$ cat config.mk
export PLATFORM = sky130hd
export DESIGN_NAME = fft_pair_sequencer
export DESIGN_NICKNAME = d
export VERILOG_FILES = /design/src/rtl/fft_pair_sequencer.sv
export SDC_FILE = /design/constraint.sdc
export NUM_CORES = 1
export LEC_CHECK = 0
export CAP_MARGIN = 15
export CORE_UTILIZATION = 51
export CTS_CLUSTER_SIZE = 24
export DETAILED_ROUTE_END_ITERATION = 12
export PLACE_DENSITY = 0.77
export RECOVER_POWER = 100
export SLEW_MARGIN = 30
export SYNTH_ARGS = -nofsm -noshare
export SYNTH_HDL_FRONTEND = slang
export SYNTH_SLANG_ARGS = --single-unit
$ cat constraint.sdc
create_clock -name clk -period 1.9 [get_ports clk]
set_input_delay 0.19 -clock clk [delete_from_list [all_inputs] [get_ports clk]]
set_output_delay 0.19 -clock clk [all_outputs]
set_load 0.03 [all_outputs]
$ cat src/rtl/fft_pair_sequencer.sv
// fft_pair_sequencer
//   Issue sequencer for an in-place radix-2 FFT. It sits in front of the AGU.
//   After a start pulse it issues one (stage, pair_id) per cycle. It walks
//   every pair of every stage. Between stages it waits PIPE_DEPTH cycles so
//   the write-backs of the previous stage reach memory before the next stage
//   reads them. The end of the transform is marked by a one-cycle done pulse.
//
// Ports
//   clk, rst_n  clock, asynchronous active-low reset
//   start       begin a transform; only looked at in IDLE
//   stall       hold issue; only honoured in RUN
//   stage       current stage, 0..LOG2N-1
//   pair_id     current butterfly pair, 0..N/2-1
//   valid       stage/pair_id carry a live issue this cycle
//   wb_valid    valid delayed by PIPE_DEPTH cycles
//   wb_last     write-back of the last pair of the last stage
//   busy        high in RUN and WAIT
//   done        one-cycle completion pulse
module fft_pair_sequencer #(
    parameter int N          = 32,
    parameter int PIPE_DEPTH = 2
) (
    input  logic                   clk,
    input  logic                   rst_n,
    input  logic                   start,
    input  logic                   stall,
    output logic [$clog2(N)-1:0]   stage,
    output logic [$clog2(N/2)-1:0] pair_id,
    output logic                   valid,
    output logic                   wb_valid,
    output logic                   wb_last,
    output logic                   busy,
    output logic                   done
);
    localparam int LOG2N = $clog2(N);
    localparam int SW    = $clog2(N);
    localparam int PW    = $clog2(N/2);
    localparam int CW    = $clog2(PIPE_DEPTH + 1);

    localparam logic [SW-1:0] LAST_STAGE = SW'(LOG2N - 1);
    localparam logic [PW-1:0] LAST_PAIR  = PW'(N/2 - 1);
    localparam logic [CW-1:0] WAIT_LOAD  = CW'(PIPE_DEPTH);

    typedef enum logic [1:0] {S_IDLE, S_RUN, S_WAIT, S_DONE} state_t;

    state_t        state, state_nxt;
    logic [CW-1:0] cnt, cnt_nxt;
    logic [SW-1:0] stage_nxt;
    logic [PW-1:0] pair_nxt;
    logic          valid_nxt, busy_nxt, done_nxt;
    logic          wait_end, last_issue;

    // Write-back tracking: index PIPE_DEPTH is the oldest entry.
    logic [PIPE_DEPTH:1] vld_pipe, last_pipe;

    // The counter holds the number of WAIT cycles left, this cycle included.
    assign wait_end   = (cnt == CW'(1));
    assign last_issue = valid && (stage == LAST_STAGE) && (pair_id == LAST_PAIR);

    // State register
    always_ff @(posedge clk or negedge rst_n) begin
        if (!rst_n) state <= S_IDLE;
        else        state <= state_nxt;
    end

    // Next-state logic
    always_comb begin
        state_nxt = state;
        case (state)
            S_IDLE: if (start) state_nxt = S_RUN;
            S_RUN:  if (!stall && pair_id == LAST_PAIR) state_nxt = S_WAIT;
            S_WAIT: if (wait_end) state_nxt = (stage == LAST_STAGE) ? S_DONE : S_RUN;
            S_DONE: state_nxt = S_IDLE;
            default: state_nxt = S_IDLE;
        endcase
    end

    // Next values of the registered outputs.
    // In RUN, the displayed pair has always been issued already, because a
    // stall only hides repeats of it. For that reason an unstalled edge
    // always advances the pair.
    always_comb begin
        stage_nxt = stage;
        pair_nxt  = pair_id;
        valid_nxt = 1'b0;
        busy_nxt  = busy;
        done_nxt  = 1'b0;
        cnt_nxt   = cnt;
        case (state)
            S_IDLE: begin
                stage_nxt = '0;
                pair_nxt  = '0;
                if (start) begin
                    valid_nxt = 1'b1;
                    busy_nxt  = 1'b1;
                end
            end
            S_RUN: begin
                if (!stall) begin
                    if (pair_id == LAST_PAIR) begin
                        cnt_nxt = WAIT_LOAD;
                    end else begin
                        pair_nxt  = pair_id + PW'(1);
                        valid_nxt = 1'b1;
                    end
                end
            end
            S_WAIT: begin
                cnt_nxt = cnt - CW'(1);
                if (wait_end) begin
                    if (stage == LAST_STAGE) begin
                        busy_nxt = 1'b0;
                        done_nxt = 1'b1;
                    end else begin
                        stage_nxt = stage + SW'(1);
                        pair_nxt  = '0;
                        valid_nxt = 1'b1;
                    end
                end
            end
            S_DONE: begin
                stage_nxt = '0;
                pair_nxt  = '0;
                busy_nxt  = 1'b0;
            end
            default: ;
        endcase
    end

    // Output and datapath registers
    always_ff @(posedge clk or negedge rst_n) begin
        if (!rst_n) begin
            stage     <= '0;
            pair_id   <= '0;
            valid     <= 1'b0;
            busy      <= 1'b0;
            done      <= 1'b0;
            cnt       <= '0;
            vld_pipe  <= '0;
            last_pipe <= '0;
        end else begin
            stage        <= stage_nxt;
            pair_id      <= pair_nxt;
            valid        <= valid_nxt;
            busy         <= busy_nxt;
            done         <= done_nxt;
            cnt          <= cnt_nxt;
            vld_pipe[1]  <= valid;
            last_pipe[1] <= last_issue;
            for (int i = 2; i <= PIPE_DEPTH; i++) begin
                vld_pipe[i]  <= vld_pipe[i-1];
                last_pipe[i] <= last_pipe[i-1];
            end
        end
    end

    assign wb_valid = vld_pipe[PIPE_DEPTH];
    assign wb_last  = last_pipe[PIPE_DEPTH];

endmodule

==> reports/results.ini, run 1 <==
[synthesis]
netlist_area_mm2=0.00110
syn_avg_cell_area_um2=10.2
syn-num-nets=122
synth_seq_cells=20
netlist.top_cell.by_area=dfrtp_1
synth_edf_count=0
synth.distinct_cells=29
syn-instance-count=108
async_flop_share_pct=100
ys.flop_type=dfrtp_1
synth_seq_area_share_pct=45.5
yosys-top-cells-area=dfrtp_1 (45%), ha_1 (11%), nand2_1 (3.8%)
synth-warning-count=0
synth_top_area_share_pct=45.5

[clock_tree]
postCtsHoldBufs=0
root_buffer=clkbuf_4
post_cts_buffers=0
h-tree-depth=1
clockBufferDepth=2
clk_pin_slew_ns=0.11
clk_latency_ns=0.30
cts-buffers-inserted=3
cts_tree=built
clock-sinks=20

[min_path]
min_from=vld_pipe[1]
hold_class=reg -> reg
hold_end=vld_pipe[2]
hold-path-cell-count=0

[route]
num_vias=866
wl_per_cell_um=13.5
drtIter0Drc=20
drt-pass1-iter-count=4
drc_errors=0
routed_wl_um=2110
viasPerCell=5.55
antenna_left=0

[floorplanning]
fp.dieH_um=48.5
initial_core_util_pct=55.0
io_pins=18
fp-row-count=16
core_area_mm2=0.00200
die-area_mm2=0.00235
die_w_um=48.5

[worst_setup_path]
cp_cell_sequence=dlygate4sd3_1
path_class=reg -> out
cp_num_buf_inv=1
required_ns=1.71
startpoint_type=flip-flop
r2r-start=state[0]
reg2reg_to=stage[3]
worst-path-stages=1
max_stage_delay_ns=0.78
critPathSlowestCell=dlygate4sd3_1
regToRegSetupSlack_ns=0.14
cp_max_fo=9
critPathTopFamily=buffers and inverters
worstRegToRegCells=5
cp-end-kind=primary output
critPathArrivalTime_ns=1.58

[place]
dpl.hpwl_um=1580
portBuffers=17
place.gp.congestion=0.888
dpl.cell_count=152

[finish]
diodes=0
nNetsFinal=144
area_growth_pct=22.3
drive_above_1_share_pct=6.20
fillers=167
fin_cells=156

[timing]
rsz0062_at_grt=false
post-route-period-util_pct=93.2
slew_violations=0
period_needed_ns=1.77
finalHoldViolCount=0
finalSetupTns_ns=0
relSlewSlack_pct=28.1
skew_ns=0.00307
tightest_slew_ns=1.08
setup_viol=0
holdWs_ns=0.365
max_freq_mhz=565

[run_status]
outcome=finished clean

[global_routing]
grt_remaining_overflow=0
antenna_found_initial=0
grt_pass1_wl_um=3710
grt_usage_pct=20.4
grt_max_degree=21
grt_pass1_vias=826

[power_and_ir_drop]
total_leakage_power_nw=0.642
peakVddDrop_mv=1.03
power_density_mw_per_mm2=1370

[flow_run]
maxCapViolCount=0

timing repair:
action                                 CTS  global route
gates resized for setup                  0             1
setup endpoints to repair                0             2
endpoints found under the hold margin    0             0
synthesized netlist by cell type, drive strengths merged, types with 3 or more instances:
| cell | instances |
|---|---|
| dfrtp | 20 |
| nand2 | 11 |
| ha | 10 |
| inv | 9 |
| nand3 | 7 |
| nor2 | 6 |
| o21ai | 6 |
| a32o | 4 |
| nor2b | 4 |
| and3 | 3 |
| mux2i | 3 |
| o41ai | 3 |
report_power, final:
group,switching [mW],internal [mW],total (mW),leakage [nW]
registers,0.0938,0.528,0.622,0.262
clock network,0.131,0.213,0.344,0.0279
logic,0.543,0.335,0.879,0.352
through the flow:
stage	util (%)	setup WS, ns	cell area (um2)	total power [mW]
5_1_grt	67.3	0.00720	1350	1.99
3_5_place_dp	65.4	0.125	1310	1.56
2_1_floorplan	-	0.222	1100	1.28
6_report	67.3	0.129	1350	1.84
4_1_cts	68.1	0.113	1360	1.91
3_3_place_gp	65.4	0.204	1310	1.52
registers in the layout, indices dropped and copies added (netlist names):
signal	cells
stage	5
pair_id	4
cnt	2
last_pipe	2
state	2
vld_pipe	2
busy	1
done	1
valid	1
worst max path at each step:
stage                     startpoint         end  slack, ns
after global placement      state[0]        busy       0.20
after detailed placement    state[0]        busy       0.13
final                       stage[2]    stage[2]       0.13
after CTS                   state[0]        busy       0.11
after floorplan             stage[0]    stage[0]       0.22
after global routing      pair_id[0]  pair_id[1]      0.007
placed cells by master (no fill, tap or decap):
cell type         n
dfrtp_1          19
dlygate4sd3_1    15
nand2_1          11
ha_1             10
inv_1             9
nand3_1           7
nor2_1            6
nor2b_1           4
a32o_1            4
o21ai_0           3
and3_1            3
o41ai_1           3
mux2i_1           3
clkbuf_4          3
a31oi_1           2
a21oi_1           2
nand4_1           2
o31ai_1           2
nor3_1            2
o21ai_1           2
nand2b_1          2
clkdlybuf4s50_1   2
clkbuf_1          2
and4bb_4          1
a21boi_1          1
a2111oi_0         1
o21ai_2           1
a22o_1            1
and2_0            1
mux2_2            1
o22a_1            1
o2bb2ai_1         1
bufinv_16         1
dfrtp_2           1
cells by family after synthesis:
logic type      count (synthesis)  synth area share (%)
simple gates                   39                  18.4
compound gates                 24                  17.0
flops                          20                  45.5
buf+inv                        11                  3.98
fa+ha+maj                      10                  11.4
mux                             4                  3.75
area by class of cell:
cell class / instances / area (um2) / area share (%)
repair buffers: 19 / 178 / 13.2
flip-flops and latches: 20 / 502 / 37.3
inverters: 9 / 33.8 / 2.51
clock inverters: 1 / 30.0 / 2.23
multi-input cells: 77 / 547 / 40.6
well taps: 27 / 33.8 / 2.51
clock buffers: 3 / 22.5 / 1.67
metal layers:
metal  global-route usage, %  up-vias  part of all wire [%]
met4                    7.84        0                   1.5
met2                    35.0       20                    49
li1                        -      432                     -
met3                    3.77        4                   2.9
met1                    25.6      410                    47
met5                       0        -                     0
(Power assumes the default switching activity.)
==> inputs of run 2 (changes only) <==
- REMOVE_ABC_BUFFERS: unset -> 1
==> run 2 against run 1 <==
  * Register-to-register slack about the same
  * Sequential share of layout area fell by 0.30 points
  * Clock-buffer cell count unchanged
  * Worst hold slack improved by 0.0024 ns
  * Utilization rose by 0.38 points
  * Combinational power increased by 2.5%
  * Sequential power barely moved
  * Sequential cell count is the same
  * Cell area up 0.56%
  * Non-clock buffer count did not move
  * Highest routed layer unchanged
  * Largest cell class unchanged
==> reports/results.ini, run 2 (synthesis results as in run 1) <==
[run_status]
outcome=finished clean

[timing]
holdWs_ns=0.367  ; +0.00240 ns
finalSetupTns_ns=0  ; unchanged
max_freq_mhz=564  ; about the same
slew_violations=0  ; unchanged
tightest_slew_ns=1.07  ; -0.00822 ns
period_needed_ns=1.77  ; +0.000726 ns
setup_viol=0  ; unchanged
finalHoldViolCount=0  ; unchanged
fin_ws_ns=0.128  ; -0.000726 ns
relSlewSlack_pct=28.7  ; +0.55 points
post-route-period-util_pct=93.2  ; about the same
rsz0062_at_grt=false
skew_ns=0.00843  ; +0.00535 ns

[finish]
largest_reg_flops=5  ; unchanged
drive_above_1_share_pct=6.20  ; unchanged
area_growth_pct=23.0
reg.largest.list=stage x5, pair_id x4
diodes=0  ; unchanged
regMostFlops=stage
nNetsFinal=144  ; unchanged
layout_commonest_cell=dfrtp_1
final_cell_mix=dfrtp_1 (20), dlygate4sd3_1 (14), nand2_1 (11)
final_util_pct=67.6  ; +0.38 points

[clock_tree]
h-tree-depth=1  ; unchanged
clock-sinks=20  ; unchanged
post_cts_buffers=0  ; unchanged
clockBufferDepth=2  ; unchanged
cts_tree=built
clk_pin_slew_ns=0.12  ; about the same
root_buffer=clkbuf_4
clk_latency_ns=0.31  ; about the same
cts-buffers-inserted=3  ; unchanged

[route]
drc_errors=0  ; unchanged
drtIter0Drc=16  ; -20%
viasPerCell=5.74  ; +3.5%
wl_per_cell_um=14.3  ; +6.2%
routed_wl_um=2240  ; +6.2%
antenna_left=0  ; unchanged
num_vias=896  ; +3.5%
drt-pass1-iter-count=4  ; unchanged

[floorplanning]
io_pins=18  ; unchanged
die-area_mm2=0.00235  ; unchanged
core_area_mm2=0.00200  ; unchanged
fp.dieH_um=48.5  ; unchanged
fp-row-count=16  ; unchanged
initial_core_util_pct=55.0  ; unchanged
die_w_um=48.5  ; unchanged

[global_routing]
grt_remaining_overflow=0  ; unchanged
grt_pass1_vias=843  ; +2.1%
grt_max_degree=21  ; unchanged
antenna_found_initial=0  ; unchanged
grt_pass1_wl_um=3860  ; +4.1%
grt_usage_pct=21.2  ; +0.74 points

[min_path]
hold_class=reg -> reg

[worst_setup_path]
path_class=reg -> reg
critPathArrivalTime_ns=2.02  ; +0.44 ns
cp_max_fo=7  ; -2
regToRegSetupSlack_ns=0.13  ; about the same
required_ns=2.15  ; +0.44 ns
startpoint_type=flip-flop
cp-end-kind=flip-flop

[power_and_ir_drop]
power_density_mw_per_mm2=1390  ; +1.1%
pwr-share-seq_pct=33.0  ; -0.7 points
clkPwrFrac_pct=19.0  ; +0.3 points
combPwrFrac_pct=48.0  ; +0.4 points
switching_power_uw=779  ; +1.4%
p_total_mw=1.88  ; +1.7%
p_sw_share_pct=41.5  ; -0.13 points
total_leakage_power_nw=0.644  ; +0.41%
peakVddDrop_mv=1.00  ; -2.8%
p_int_mw=1.10  ; +1.9%

[flow_run]
maxCapViolCount=0  ; unchanged

[place]
dpl.hpwl_um=1590  ; +0.98%
place.gp.congestion=0.908  ; +2.2%
portBuffers=17  ; unchanged
pre_cts_ws_ns=0.126  ; +0.00108 ns

-- run 2: cell count changes in the layout (fill, tap and decap cells not counted), sizes merged --
cell,delta
dlygate4sd3,-1
clkdlybuf4s50,+1
-- run 2: final cells by class --
cell class                 instances  area (um2)
multi-input combinational         77         556
timing repair buffer              19         178
inverter                           9        33.8
clock inverter                     1        30.0
fill                             163         648
clock buffer                       3        22.5
tap                               27        33.8
sequential                        20         500
-- run 2: worst max-delay path, stage by stage (launching register included) --
cell	delay (ns)
dfrtp_1	0.48
inv_1	0.11
ha_1	0.43
nand2_1	0.11
o41ai_1	0.38
a32o_1	0.20
-- run 2: power groups by stage --
stage,Sequential [mW],Clock (mW),Combinational (mW)
finish,0.619,0.355,0.901
global route,0.636,0.375,0.995
CTS,0.621,0.359,0.917
detailed placement,0.628,0,0.912
global placement,0.621,0,0.889
floorplan,0.705,0,0.562
-- run 2: final timing paths --
kind                               end  depth (start not counted)         from
max                           stage[3]                          5     state[1]
max reg2reg                   stage[3]                          5     state[1]
max in group asynchronous     stage[4]                          2        rst_n
min                        vld_pipe[2]                          0  vld_pipe[1]
min reg2reg                vld_pipe[2]                          0  vld_pipe[1]
min in group asynchronous     state[0]                          2        rst_n
-- run 2: metal layers --
metal	GRT usage (%)	part of all wire, %	vias to the layer above
li1	-	-	434
met1	29.7	48	430
met2	34.3	47	28
met3	2.20	3.9	4
met4	7.35	1.1	0
met5	0	0	-
-- run 2: through the flow --
step	instance area (um2)	cells
after detailed placement	1310	152
after global placement	1310	152
after CTS	1360	156
after floorplan	1090	106
final	1350	156
after global routing	1350	156
-- run 2: timing repair --
action / 4_1_cts / 5_1_grt
hold endpoints to repair: 0 / 0
endpoints found under the setup margin: 0 / 4
hold buffers: 0 / 0
gates resized for setup: 0 / 1
